`src/rtl/regfile_mp.sv`:
```
// regfile_mp -- multi-port integer register file for the core pipeline.
//
// Two write ports (port 1 wins on an address collision), NUM_RD combinational
// read ports with write-to-read forwarding, optional hardwired-zero register,
// a clear sequencer that zeroes the array after reset or on request, and a
// per-register pending scoreboard for decode-side hazard detection.
//
// Ports:
//   clk, rst                 clock (rising edge), async active-low reset
//   we0/waddr0/wdata0        write port 0
//   we1/waddr1/wdata1        write port 1 (priority over port 0)
//   re, raddr                per-port read enable, packed read addresses
//   rdata, rpend             packed read data, per-port pending flag
//   sb_set, sb_addr          mark a register pending (new producer issued)
//   clr_req                  request a full array clear
//   ready                    array valid; reads and writes honoured
//
// state    | meaning
// ---------+------------------------------------------------------------
// ST_CLEAR | sweeping: write 0 to mem[cnt] each cycle, ready = 0
// ST_IDLE  | array valid, ready = 1, normal read/write/scoreboard operation
module regfile_mp #(
  parameter int DATA_W   = 32,
  parameter int ADDR_W   = 5,
  parameter int NUM_RD   = 2,
  parameter int ZERO_REG = 1
) (
  input  logic                     clk,
  input  logic                     rst,
  input  logic                     we0,
  input  logic [ADDR_W-1:0]        waddr0,
  input  logic [DATA_W-1:0]        wdata0,
  input  logic                     we1,
  input  logic [ADDR_W-1:0]        waddr1,
  input  logic [DATA_W-1:0]        wdata1,
  input  logic [NUM_RD-1:0]        re,
  input  logic [NUM_RD*ADDR_W-1:0] raddr,
  output logic [NUM_RD*DATA_W-1:0] rdata,
  output logic [NUM_RD-1:0]        rpend,
  input  logic                     sb_set,
  input  logic [ADDR_W-1:0]        sb_addr,
  input  logic                     clr_req,
  output logic                     ready
);

  localparam int DEPTH = 1 << ADDR_W;
  localparam int CNT_W = ADDR_W + 1;

  typedef enum logic {ST_CLEAR = 1'b0, ST_IDLE = 1'b1} state_t;

  state_t              state_q, state_d;
  logic [CNT_W-1:0]    cnt_q, cnt_d;
  logic [DEPTH-1:0]    pend_q, pend_d;
  logic [DATA_W-1:0]   mem_q [DEPTH];
  logic [DATA_W-1:0]   mem_d [DEPTH];

  logic wr0_ok, wr1_ok, sb_ok, clr_go;

  assign ready  = (state_q == ST_IDLE);
  assign clr_go = ready && clr_req;

  // Honoured writes / scoreboard sets: only when ready, never to r0 if hardwired.
  assign wr0_ok = ready && we0 && !((ZERO_REG != 0) && (waddr0 == '0));
  assign wr1_ok = ready && we1 && !((ZERO_REG != 0) && (waddr1 == '0));
  assign sb_ok  = ready && sb_set && !((ZERO_REG != 0) && (sb_addr == '0));

  always_comb begin
    state_d = state_q;
    cnt_d   = cnt_q;
    case (state_q)
      ST_CLEAR: begin
        cnt_d = cnt_q + CNT_W'(1);
        if (cnt_q == CNT_W'(DEPTH - 1)) state_d = ST_IDLE;
      end
      ST_IDLE: begin
        // clr_req is only looked at here, so a request during a sweep
        // never restarts it.
        if (clr_req) begin
          state_d = ST_CLEAR;
          cnt_d   = '0;
        end
      end
      default: begin
        state_d = ST_CLEAR;
        cnt_d   = '0;
      end
    endcase
  end

  // Order matters: port 1 clears after port 0, and a same-cycle sb_set is
  // applied last so the newly issued producer keeps the bit set.  A clear
  // request wipes everything.
  always_comb begin
    pend_d = pend_q;
    if (wr0_ok) pend_d[waddr0] = 1'b0;
    if (wr1_ok) pend_d[waddr1] = 1'b0;
    if (sb_ok)  pend_d[sb_addr] = 1'b1;
    if (clr_go) pend_d = '0;
  end

  always_comb begin
    mem_d = mem_q;
    if (state_q == ST_CLEAR) begin
      mem_d[cnt_q[ADDR_W-1:0]] = '0;
    end else begin
      if (wr0_ok) mem_d[waddr0] = wdata0;
      if (wr1_ok) mem_d[waddr1] = wdata1;
    end
  end

  always_ff @(posedge clk or negedge rst) begin
    if (!rst) begin
      state_q <= ST_CLEAR;
      cnt_q   <= '0;
      pend_q  <= '0;
    end else begin
      state_q <= state_d;
      cnt_q   <= cnt_d;
      pend_q  <= pend_d;
    end
  end

  // The array itself has no reset; the sweep zeroes it.
  always_ff @(posedge clk) begin
    mem_q <= mem_d;
  end

  for (genvar g = 0; g < NUM_RD; g++) begin : g_rd
    logic [ADDR_W-1:0] ra;
    logic              ra_zero;
    logic              wr_hit;
    logic [DATA_W-1:0] rd;

    assign ra      = raddr[g*ADDR_W +: ADDR_W];
    assign ra_zero = (ZERO_REG != 0) && (ra == '0);
    assign wr_hit  = (wr0_ok && (waddr0 == ra)) || (wr1_ok && (waddr1 == ra));

    always_comb begin
      rd = '0;
      if (!ready || !re[g] || ra_zero) rd = '0;
      else if (we1 && (waddr1 == ra))  rd = wdata1;
      else if (we0 && (waddr0 == ra))  rd = wdata0;
      else                             rd = mem_q[ra];
    end

    assign rdata[g*DATA_W +: DATA_W] = rd;
    assign rpend[g] = re[g] && ready && pend_q[ra] && !wr_hit && !ra_zero;
  end

endmodule

```
`config.mk`:
```
export PLATFORM = sky130hd
export DESIGN_NAME = regfile_mp
export DESIGN_NICKNAME = d
export VERILOG_FILES = /design/src/rtl/regfile_mp.sv
export SDC_FILE = /design/constraint.sdc
export NUM_CORES = 2
export LEC_CHECK = 0
export ABC_AREA = 0
export BUFFER_PORTS_ARGS = -buffer_cell sky130_fd_sc_hd__buf_2
export CORE_ASPECT_RATIO = 0.75
export CORE_MARGIN = 4
export CORE_UTILIZATION = 40
export DETAILED_ROUTE_END_ITERATION = 10
export HOLD_SLACK_MARGIN = 0.08
export PLACE_DENSITY = 0.55
export RECOVER_POWER = 100
export SLEW_MARGIN = 25
export SYNTH_ARGS = -nofsm -noshare
export SYNTH_HDL_FRONTEND = slang
export SYNTH_SLANG_ARGS = --single-unit
```
`constraint.sdc`:
```
create_clock -name clk -period 2.7 [get_ports clk]
set_input_delay 0.405 -clock clk [delete_from_list [all_inputs] [get_ports clk]]
set_output_delay 0.405 -clock clk [all_outputs]
set_load 0.03 [all_outputs]
```
==> out/metrics.cfg <==
[synthesis]
postSynth.asyncResetShare_pct=3.669
synth_area_per_cell_um2=9.484
syn_inst=7214
yosysSeqAreaShare_pct=31.39
yosysUniqueCellTypes=67
syn_area_um2=68420
ys_warn_count=0
ys_ff_latch=1063
synth-edff-count=0
synthFlopType=dfxtp_1
synthesis.nets=7315

[clock_network]
worst_skew_pair.late_latency_ps=800
cts.sinks=1063
htree_levels=3
clk_root_buffer_cell=clkbuf_16
cts_buffers=115
clk_pin_slew_worst_paths_ps=70
cts_tree=done
clk_path_buf_depth=3

[global_routing]
grt_util_all_layers_pct=36.71
grt_pass1_vias=62720
grt_overflow=0
grt_max_degree=128
antenna_found_initial=12
grt_pass1_wl_um=479400

[sta]
post-route-period-util_pct=114.6
setup_viol=847
finalWorstSetupSlack_ps=-395.5
worst_pin_slew_ps=1783
final_max_slew_viol_count=26
max_slew_margin_pct=-18.89
whs_ps=158.2
layout_min_cycle_time_ps=3096
hold_viol=0
skew_ps=46.75
max_freq_mhz=323.0
rsz0062_at_grt=true

[final_layout]
syn2layout_area_growth_pct=24.23
fin_nets=7542
instances_no_fill=9809
mostFrequentLayoutCells=dfxtp_1, nor2_1, mux2i_1, a22o_1, buf_4
drive_above_1_share_pct=32.68
final_common_cell=dfxtp_1

[setup_path]
worst_ep_arrival_time_ps=2690
cp-end-kind=primary output
reg2regPathDepth=11
cp_max_fo=3
cp.required_ps=2300
worstSetupPathType=flop to primary output
critPathLaunchType=flop

[placement]
gp_congestion=1.004
port_buffers=163
place_hpwl_um=224800
dp_cells=9488
dpl_worst_slack_ps=-1165

[detailed_routing]
totalWireLength_um=345800
wl_per_cell_um=35.25
drc=0
drtIter0Drc=9559
firstDrtPassIters=9
vias=67902
vias_per_cell=6.922
drt.antenna.violating_nets=0

[pwr]
intPower_mw=37.98
power_switching_mw=25.11
p_comb_share_pct=37.9
p_per_area_nw_per_um2=742.2
p_leak_nw=34.67
worst_ir_drop_vdd_mv=0.6457
p_clk_share_pct=27.8
pwr-share-seq_pct=34.2
swShare_pct=39.80

[outcome]
outcome=finished with violations
violations=capacitance limit, slew limit, setup timing

[flow_run]
cap_violations=1

[floorplanning]
row_count=131
fp.dieW_um=485.6
io_pins=164
coreArea_um2=170000
dieArea_um2=177800
die_h_um=366.2
start_util_pct=40.25

[worst_hold_path]
hold_class=input port to flop
worstHoldPathCells=5

Yosys cell counts, drive strengths merged, types with 7 or more instances:
| master | number | area share [%] |
|---|---|---|
| o221ai | 68 | 0.87 |
| buf | 290 | 2.1 |
| a221oi | 7 | 0.090 |
| mux4 | 513 | 17 |
| nor2b | 115 | 1.1 |
| nor3 | 19 | 0.18 |
| nand2 | 595 | 3.3 |
| a221o | 265 | 3.9 |
| a31o | 15 | 0.19 |
| nor2 | 857 | 4.8 |
| dfxtp | 1024 | 30 |
| nor3b | 17 | 0.20 |
| inv | 15 | 0.082 |
| clkbuf | 610 | 3.4 |
| mux2i | 768 | 11 |
| o21ai | 243 | 1.8 |
| dfrtp | 39 | 1.4 |
| nor4 | 9 | 0.13 |
| a22oi | 70 | 0.77 |
| a32oi | 29 | 0.37 |
| nand3b | 7 | 0.077 |
| and3 | 34 | 0.31 |
| o21bai | 11 | 0.12 |
| a21oi | 534 | 3.9 |
| nand3 | 51 | 0.38 |
| o22ai | 9 | 0.082 |
| a22o | 691 | 8.8 |
| a211oi | 63 | 0.69 |
| a31oi | 95 | 0.87 |
| xor2 | 20 | 0.26 |
| mux2 | 62 | 1.0 |
| o211ai | 24 | 0.26 |
power groups by stage:
stage | logic, mW | registers (mW) | clock network (mW)
after detailed placement | 21.5 | 21.7 | 0
after global routing | 24.5 | 21.9 | 18.1
after global placement | 21.2 | 21.5 | 0
after CTS | 22.6 | 21.4 | 17.5
after floorplan | 12.6 | 20.6 | 0
final | 23.9 | 21.6 | 17.6
flip-flops by register name, indices dropped and copies added (netlist names):
name    count
pend_q     32
cnt_q       6
mem_q    1024
ready       1
per-stage QoR:
stage               cell area [um2]  TNS [ps]  util, %  power (mW)
detailed placement            76760    -48860    45.16       43.20
global route                  84980   -132970    50.00       64.57
floorplan                     68540     -2327        -       33.23
CTS                           83750    -18040    49.27       61.57
finish                        85000   -115300    50.01       63.08
global placement              76760    -50430    45.16       42.66
routing by layer:
metal  part of all wire [%]  GRT usage, %  up-vias  routed length, um
li1                       -             -    27966                  -
met1                     39         49.79    33831             133500
met2                     40         51.44     5037             139800
met3                     14         13.04     1058              49900
met4                    6.5         18.15       10              22560
met5                  0.022             0        -                 76
cell type report:
type	count	area (um2)
multi-input cells	5236	46130
fillers	15130	84980
repair buffers	1010	10150
diodes	8	20.02
flip-flops and latches	1063	21770
well taps	2261	2829
clock inverters	47	554.3
inverters	15	56.30
clock buffers	169	3485
cells by family after synthesis:
| family | count (synthesis) | share of synthesized area [%] |
|---|---|---|
| AO/OA/AOI/OAI | 2136 | 22.87 |
| adder cells (fa/ha/maj) | 4 | 0.07315 |
| XOR/XNOR | 23 | 0.2944 |
| flip-flops | 1063 | 31.39 |
| AND/OR/NAND/NOR | 1730 | 10.66 |
| multiplexers | 1343 | 29.14 |
| buffers and inverters | 915 | 5.567 |
timing repair:
| item | CTS | global route |
|---|---|---|
| endpoints found under the setup margin | 66 | 134 |
| pin swaps | 112 | 79 |
| gates resized for setup | 657 | 234 |
| hold buffers | 5 | 0 |
| cloned | 7 | 10 |
| buffers inserted | 62 | 47 |
| endpoints found under the hold margin | 31 | 0 |
path summary, 6_finish.rpt:
kind	startpoint	end	slack [ps]
setup / recovery	mem_q[595]$_DFF_P_	rdata[19]	-400
hold / removal	sb_addr[1]	pend_q[9]$_DFF_PN0_	160
setup reg to reg	ready$_DFF_PN0_	mem_q[810]$_DFF_P_	-370
hold reg to reg	mem_q[812]$_DFF_P_	mem_q[812]$_DFF_P_	480
max in group asynchronous	rst	pend_q[2]$_DFF_PN0_	550
min in group asynchronous	rst	ready$_DFF_PN0_	630
worst max-delay path: stages (launching register included):
cell and delay (ps):
dfxtp_2 360, mux4_2 480, nor2b_1 160, a211oi_2 230
a21oi_4 110, nand2_1 120, o221ai_2 90, buf_4 180
buf_4 170
(Power assumes the default switching activity.)
